[src/rtl/cacheline_burst_adapter_if.sv]
// Bus bundle for cacheline_burst_adapter.
// Cache side: line_i/line_o, address_i, read_i, write_i, resp_o.
// Memory side: burst_i/burst_o, address_o, read_o, write_o, resp_i.
// Modports:
//   slave  - the adapter. It receives the cache request and the memory beats.
//   master - the environment. It plays both the cache and the memory.
interface cacheline_burst_adapter_if #(
    parameter int unsigned LINE_WIDTH  = 256,
    parameter int unsigned BURST_WIDTH = 64,
    parameter int unsigned ADDR_WIDTH  = 32
);
    // Cache side
    logic [LINE_WIDTH-1:0]  line_i;
    logic [LINE_WIDTH-1:0]  line_o;
    logic [ADDR_WIDTH-1:0]  address_i;
    logic                   read_i;
    logic                   write_i;
    logic                   resp_o;
    // Memory side
    logic [BURST_WIDTH-1:0] burst_i;
    logic [BURST_WIDTH-1:0] burst_o;
    logic [ADDR_WIDTH-1:0]  address_o;
    logic                   read_o;
    logic                   write_o;
    logic                   resp_i;

    modport slave (
        input  line_i, address_i, read_i, write_i, burst_i, resp_i,
        output line_o, resp_o, burst_o, address_o, read_o, write_o
    );

    modport master (
        output line_i, address_i, read_i, write_i, burst_i, resp_i,
        input  line_o, resp_o, burst_o, address_o, read_o, write_o
    );
endinterface

[src/rtl/cacheline_burst_adapter.sv]
// Converts one cache line read or write into a burst of BEATS memory beats.
// The cache side uses a level request held until a one-cycle resp_o pulse.
// The memory side strobes resp_i once for each beat it accepts or returns.
// Ports:
//   clk  - clock; all state changes on the rising edge.
//   rst  - synchronous, active-high reset.
//   bus  - cacheline_burst_adapter_if.slave.
//          line_i, address_i, read_i and write_i come from the cache.
//          line_o and resp_o go back to the cache.
//          burst_o, address_o, read_o and write_o go to memory.
//          burst_i and resp_i come back from memory.
module cacheline_burst_adapter #(
    parameter int unsigned LINE_WIDTH  = 256,
    parameter int unsigned BURST_WIDTH = 64,
    parameter int unsigned ADDR_WIDTH  = 32
) (
    input logic                      clk,
    input logic                      rst,
    cacheline_burst_adapter_if.slave bus
);

    localparam int unsigned BEATS  = LINE_WIDTH / BURST_WIDTH;
    localparam int unsigned BEAT_W = (BEATS > 1) ? $clog2(BEATS) : 1;
    localparam int unsigned OFF_W  = $clog2(LINE_WIDTH / 8);
    localparam logic [BEAT_W-1:0] LAST_BEAT = BEAT_W'(BEATS - 1);

    typedef enum logic [1:0] {StIdle, StRead, StWrite, StDone} state_t;

    state_t                            state_q, state_d;
    logic [BEAT_W-1:0]                 beat_q, beat_d;
    logic [ADDR_WIDTH-1:0]             addr_q, addr_d;
    // The write line and the read line are kept in separate registers.
    // This lets line_o keep the last read result while a write is in flight.
    logic [BEATS-1:0][BURST_WIDTH-1:0] wr_line_q, wr_line_d;
    logic [BEATS-1:0][BURST_WIDTH-1:0] rd_line_q, rd_line_d;

    always_ff @(posedge clk) begin
        if (rst) begin
            state_q   <= StIdle;
            beat_q    <= '0;
            addr_q    <= '0;
            wr_line_q <= '0;
            rd_line_q <= '0;
        end else begin
            state_q   <= state_d;
            beat_q    <= beat_d;
            addr_q    <= addr_d;
            wr_line_q <= wr_line_d;
            rd_line_q <= rd_line_d;
        end
    end

    always_comb begin
        state_d   = state_q;
        beat_d    = beat_q;
        addr_d    = addr_q;
        wr_line_d = wr_line_q;
        rd_line_d = rd_line_q;
        unique case (state_q)
            StIdle: begin
                // A write wins when both requests are high.
                if (bus.write_i) begin
                    state_d   = StWrite;
                    beat_d    = '0;
                    wr_line_d = bus.line_i;
                    addr_d    = {bus.address_i[ADDR_WIDTH-1:OFF_W], OFF_W'(0)};
                end else if (bus.read_i) begin
                    state_d = StRead;
                    beat_d  = '0;
                    addr_d  = {bus.address_i[ADDR_WIDTH-1:OFF_W], OFF_W'(0)};
                end
            end
            StRead: begin
                if (bus.resp_i) begin
                    rd_line_d[beat_q] = bus.burst_i;
                    // On the last beat the counter holds instead of wrapping to 0.
                    if (beat_q == LAST_BEAT) begin
                        state_d = StDone;
                    end else begin
                        beat_d = beat_q + BEAT_W'(1);
                    end
                end
            end
            StWrite: begin
                if (bus.resp_i) begin
                    if (beat_q == LAST_BEAT) begin
                        state_d = StDone;
                    end else begin
                        beat_d = beat_q + BEAT_W'(1);
                    end
                end
            end
            StDone: begin
                state_d = StIdle;
            end
            default: begin
                state_d = StIdle;
            end
        endcase
    end

    // All outputs are Moore outputs, decoded from the registered state.
    assign bus.read_o    = (state_q == StRead);
    assign bus.write_o   = (state_q == StWrite);
    assign bus.resp_o    = (state_q == StDone);
    assign bus.address_o = addr_q;
    assign bus.burst_o   = wr_line_q[beat_q];
    assign bus.line_o    = rd_line_q;

endmodule
[src/flat_wrapper.sv]
// flat-port wrapper written by rule: the top's interface ports become plain ports
module cacheline_burst_adapter_flat 
#(
    parameter int unsigned LINE_WIDTH  = 256,
    parameter int unsigned BURST_WIDTH = 64,
    parameter int unsigned ADDR_WIDTH  = 32
)
  (clk, rst, bus_line_i, bus_address_i, bus_read_i, bus_write_i, bus_burst_i, bus_resp_i, bus_line_o, bus_resp_o, bus_burst_o, bus_address_o, bus_read_o, bus_write_o);
  cacheline_burst_adapter_if #(.LINE_WIDTH(LINE_WIDTH), .BURST_WIDTH(BURST_WIDTH), .ADDR_WIDTH(ADDR_WIDTH)) bus_i ();
  input logic clk;
  input logic rst;
  input wire logic [$bits(bus_i.line_i)-1:0] bus_line_i;
  input wire logic [$bits(bus_i.address_i)-1:0] bus_address_i;
  input wire logic [$bits(bus_i.read_i)-1:0] bus_read_i;
  input wire logic [$bits(bus_i.write_i)-1:0] bus_write_i;
  input wire logic [$bits(bus_i.burst_i)-1:0] bus_burst_i;
  input wire logic [$bits(bus_i.resp_i)-1:0] bus_resp_i;
  output wire logic [$bits(bus_i.line_o)-1:0] bus_line_o;
  output wire logic [$bits(bus_i.resp_o)-1:0] bus_resp_o;
  output wire logic [$bits(bus_i.burst_o)-1:0] bus_burst_o;
  output wire logic [$bits(bus_i.address_o)-1:0] bus_address_o;
  output wire logic [$bits(bus_i.read_o)-1:0] bus_read_o;
  output wire logic [$bits(bus_i.write_o)-1:0] bus_write_o;
  assign bus_i.line_i = bus_line_i;
  assign bus_i.address_i = bus_address_i;
  assign bus_i.read_i = bus_read_i;
  assign bus_i.write_i = bus_write_i;
  assign bus_i.burst_i = bus_burst_i;
  assign bus_i.resp_i = bus_resp_i;
  assign bus_line_o = bus_i.line_o;
  assign bus_resp_o = bus_i.resp_o;
  assign bus_burst_o = bus_i.burst_o;
  assign bus_address_o = bus_i.address_o;
  assign bus_read_o = bus_i.read_o;
  assign bus_write_o = bus_i.write_o;
  cacheline_burst_adapter #(.LINE_WIDTH(LINE_WIDTH), .BURST_WIDTH(BURST_WIDTH), .ADDR_WIDTH(ADDR_WIDTH)) u_core (.clk(clk), .rst(rst), .bus(bus_i));
endmodule
[config.mk]
export PLATFORM = sky130hd
export DESIGN_NAME = cacheline_burst_adapter_flat
export DESIGN_NICKNAME = d
export VERILOG_FILES = /design/src/rtl/cacheline_burst_adapter_if.sv /design/src/rtl/cacheline_burst_adapter.sv /design/src/flat_wrapper.sv
export SDC_FILE = /design/constraint.sdc
export NUM_CORES = 1
export LEC_CHECK = 0
export CAP_MARGIN = 15
export CORE_AREA = 3 3 275 277
export DETAILED_ROUTE_END_ITERATION = 7
export DIE_AREA = 0 0 278 280
export DONT_BUFFER_PORTS = 1
export SLEW_MARGIN = 5
export SYNTH_ARGS = -nofsm -noshare
export SYNTH_HDL_FRONTEND = slang
export SYNTH_SLANG_ARGS = --single-unit
[constraint.sdc]
create_clock -name clk -period 2.2 [get_ports clk]
set_clock_uncertainty 0.15 [all_clocks]
set_input_delay 0.33 -clock clk [delete_from_list [all_inputs] [get_ports clk]]
set_output_delay 0.33 -clock clk [all_outputs]
set_load 0.02 [all_outputs]
==> results.py <==
metrics = {
    "status": {
        "status": "finished, violations left",
        "violations": "hold timing, slew limit, setup timing",
    },
    "die": {
        "pin_count": 712,
        "die-area_um2": 77800,
        "start_util": 0.277,
        "fp.dieH_um": 280,
        "die_w_um": 278,
        "num_rows": 99,
        "core_area_um2": 73100,
    },
    "global_routing": {
        "grt_pass1_vias": 17600,
        "grt_pass1_wl_um": 106000,
        "antenna_found_initial": 3,
        "grt_usage": 0.171,
        "grt_max_degree": 544,
        "overflow": 0,
    },
    "detailed_routing": {
        "drt-wirelength-per-cell_um": 19.5,
        "wl_um": 73100,
        "antenna_left": 0,
        "drc": 0,
        "drtIter0Drc": 1343,
        "vias": 18200,
        "dr.pass1.iters": 7,
        "vias_per_cell": 4.88,
    },
    "clock_network": {
        "root_buffer": "clkbuf_16",
        "numClockSinks": 543,
        "cts_buffers": 59,
        "cts_buffer_depth": 3,
        "cts_tree": "done",
        "htree_levels": 2,
        "clkTransAtPathRegs_ns": 0.06,
        "worstSkewPairLatency_ns": 0.59,
    },
    "pwr": {
        "p_leak_nw": 9.49,
        "p_per_area_nw_per_um2": 1090,
        "pwr-share-clk": 0.369,
        "p_seq_frac": 0.410,
        "comb_power_share": 0.221,
        "switching_share": 0.309,
        "internal_power_mw": 20.4,
        "power_mw": 29.5,
        "ir_drop_mv": 0.627,
        "p_switching_mw": 9.13,
    },
    "timing": {
        "finalHoldViolCount": 62,
        "holdWs_ns": -0.318,
        "fmax_mhz": 405,
        "tns_ns": -15.35,
        "setup_ws_ns": -0.272,
        "tightestPinTransition_ns": 2.00,
        "max_slew_margin": -0.333,
        "layout_min_cycle_time_ns": 2.47,
        "slew_viol_final": 220,
        "finalSetupViolCount": 64,
        "rsz0062_at_grt": "yes",
        "post-route-period-util": 1.12,
    },
    "job": {
        "cap_viol_max_count": 0,
    },
    "synth": {
        "yosysTopAreaCell": "dfxtp_1",
        "netlist.area_leader.share": 0.537,
        "ys_seq_area_frac": 0.537,
        "synth_common_cells": "nand2_1 (1080), dfxtp_1 (543), a21oi_1 (541)",
        "syn_avg_cell_area_um2": 8.20,
        "synth-edff-count": 0,
        "synth.most_common_cell": "nand2_1",
        "synth_ff_type": "dfxtp_1",
        "ys_types": 32,
        "synth_area_um2": 20200,
        "ys_async_sr_fraction": 0,
        "synthCells": 2467,
        "ys_ff_latch": 543,
        "ys_top_cells_by_area": "dfxtp_1 (54%), nand2_1 (20%), a21oi_1 (13%)",
        "yosysWarnings": 0,
    },
    "cells_and_area": {
        "num-fill-cells": 7160,
        "final_cells": 3742,
        "final_nets": 3098,
        "post-route-util": 0.370,
        "drive_gt1_frac": 0.0942,
        "area_delta_synth_final_pct": 33.7,
    },
    "placement": {
        "hpwlAfterDp_um": 45700,
        "place_inst": 3304,
        "portBuffers": 0,
        "gp_congestion": 0.820,
    },
    "critical_path": {
        "cp_cell_sequence": "buf_12, buf_6, mux4_2",
        "critPathRequiredTime_ns": 1.72,
        "end_kind": "output pin",
        "crit_slowest_cell": "mux4_2",
        "start_kind": "register",
        "worstSetupPathType": "reg -> out",
        "critPathArrivalTime_ns": 1.99,
        "critPathMaxStageDelay_ns": 0.62,
        "cp_max_fo": 7,
    },
    "worst_hold_path": {
        "min_path_type": "in -> reg",
    },
}
==> cells by family (layout without fill, tap and decap cells) <==
group | count (synthesis) | in the layout | share of synthesized area
multiplexers | 64 | 64 | 0.0713
flip-flops | 543 | 543 | 0.537
AO/OA/AOI/OAI | 551 | 551 | 0.137
AND/OR/NAND/NOR | 1099 | 1100 | 0.206
adder cells (fa/ha/maj) | 8 | 8 | 0.00495
buffers and inverters | 201 | 510 | 0.0429
other | 1 | 7 | 0.000185
==> cells in the final DEF, fill, tap and decap left out, types with 2 or more instances in the layout <==
| cell | count |
|---|---|
| inv_6 | 2 |
| nand2b_1 | 2 |
| diode_2 | 2 |
| inv_1 | 5 |
| buf_16 | 3 |
| conb_1 | 5 |
| clkbuf_1 | 12 |
| nand3_2 | 4 |
| clkinv_2 | 6 |
| bufinv_16 | 11 |
| mux4_2 | 64 |
| ha_2 | 2 |
| ha_1 | 6 |
| dfxtp_1 | 541 |
| dfxtp_4 | 2 |
| clkinvlp_4 | 4 |
| clkbuf_8 | 12 |
| buf_8 | 3 |
| and3_2 | 4 |
| buf_6 | 4 |
| a21oi_1 | 541 |
| a31oi_1 | 2 |
| bufbuf_16 | 2 |
| dlygate4sd3_1 | 311 |
| buf_12 | 23 |
| and2_4 | 2 |
| buf_4 | 47 |
| clkbuf_16 | 63 |
| nand2_1 | 1079 |
| o21ai_0 | 2 |
==> registers in the layout, indices dropped and copies added, names as in the netlist <==
register and cells:
u_core.wr_line_q 256, u_core.bus.address_o 27, u_core.bus.line_o 256, u_core.beat_q 2
u_core.state_q 2
==> power groups by stage <==
stage	clock network (mW)	logic, mW	registers, mW
floorplan	0	4.19	12.0
global placement	0	5.43	12.2
detailed placement	0	5.50	12.3
CTS	11.1	6.12	12.1
global route	11.5	7.10	12.2
finish	10.9	6.54	12.1
==> worst paths after layout <==
check	start	to	slack, ns	cells past startpoint
setup / recovery	u_core.beat_q[0]	bus_burst_o[49]	-0.27	3
hold / removal	rst	u_core.bus.address_o[28]	-0.32	1
setup reg to reg	u_core.beat_q[1]	u_core.bus.line_o[25]	0.02	7
hold reg to reg	u_core.wr_line_q[75]	u_core.wr_line_q[75]	0.30	2
==> per-stage QoR <==
step           setup slack [ns]  hold slack [ns]  instance area [µm²]
3_3_place_gp              0.111            0.285                21500
3_5_place_dp              0.106            0.284                21500
6_report                 -0.272           -0.318                27000
5_1_grt                  -0.349           -0.389                27000
4_1_cts                  -0.348           -0.374                26700
2_1_floorplan             0.207            0.283                20200
==> critical path, delay by kind of cell (launching register included) <==
family,cells,cell delay [ns]
mux,1,0.62
flops,1,0.41
buf+inv,2,0.35
==> final cells by class <==
class,count,area [µm²],share of cell area
antenna,2,5.00,0.000185
clock buffer,84,1710,0.0633
clock inverter,25,433,0.0160
inverter,5,18.8,0.000694
multi-input combinational,1728,8560,0.317
sequential,543,10900,0.402
tap,959,1200,0.0444
timing repair buffer,396,4240,0.157
==> layer usage <==
metal	up-vias	routed length, µm	part of all wire	track usage
met4	2	2460	0.034	0.0560
met3	149	6960	0.095	0.0588
met1	8665	27500	0.38	0.196
li1	8614	-	-	-
met2	817	36200	0.50	0.299
met5	-	13	0.00018	0
==> timing repair <==
action	in CTS	in global routing
gates resized for setup	5	12
endpoints found under the setup margin	65	98
endpoints found under the hold margin	543	524
hold buffers	290	21
cloned	2	4
buffers inserted	5	5
pin swaps	0	1
Note: power is estimated with default switching activity, not from simulation.
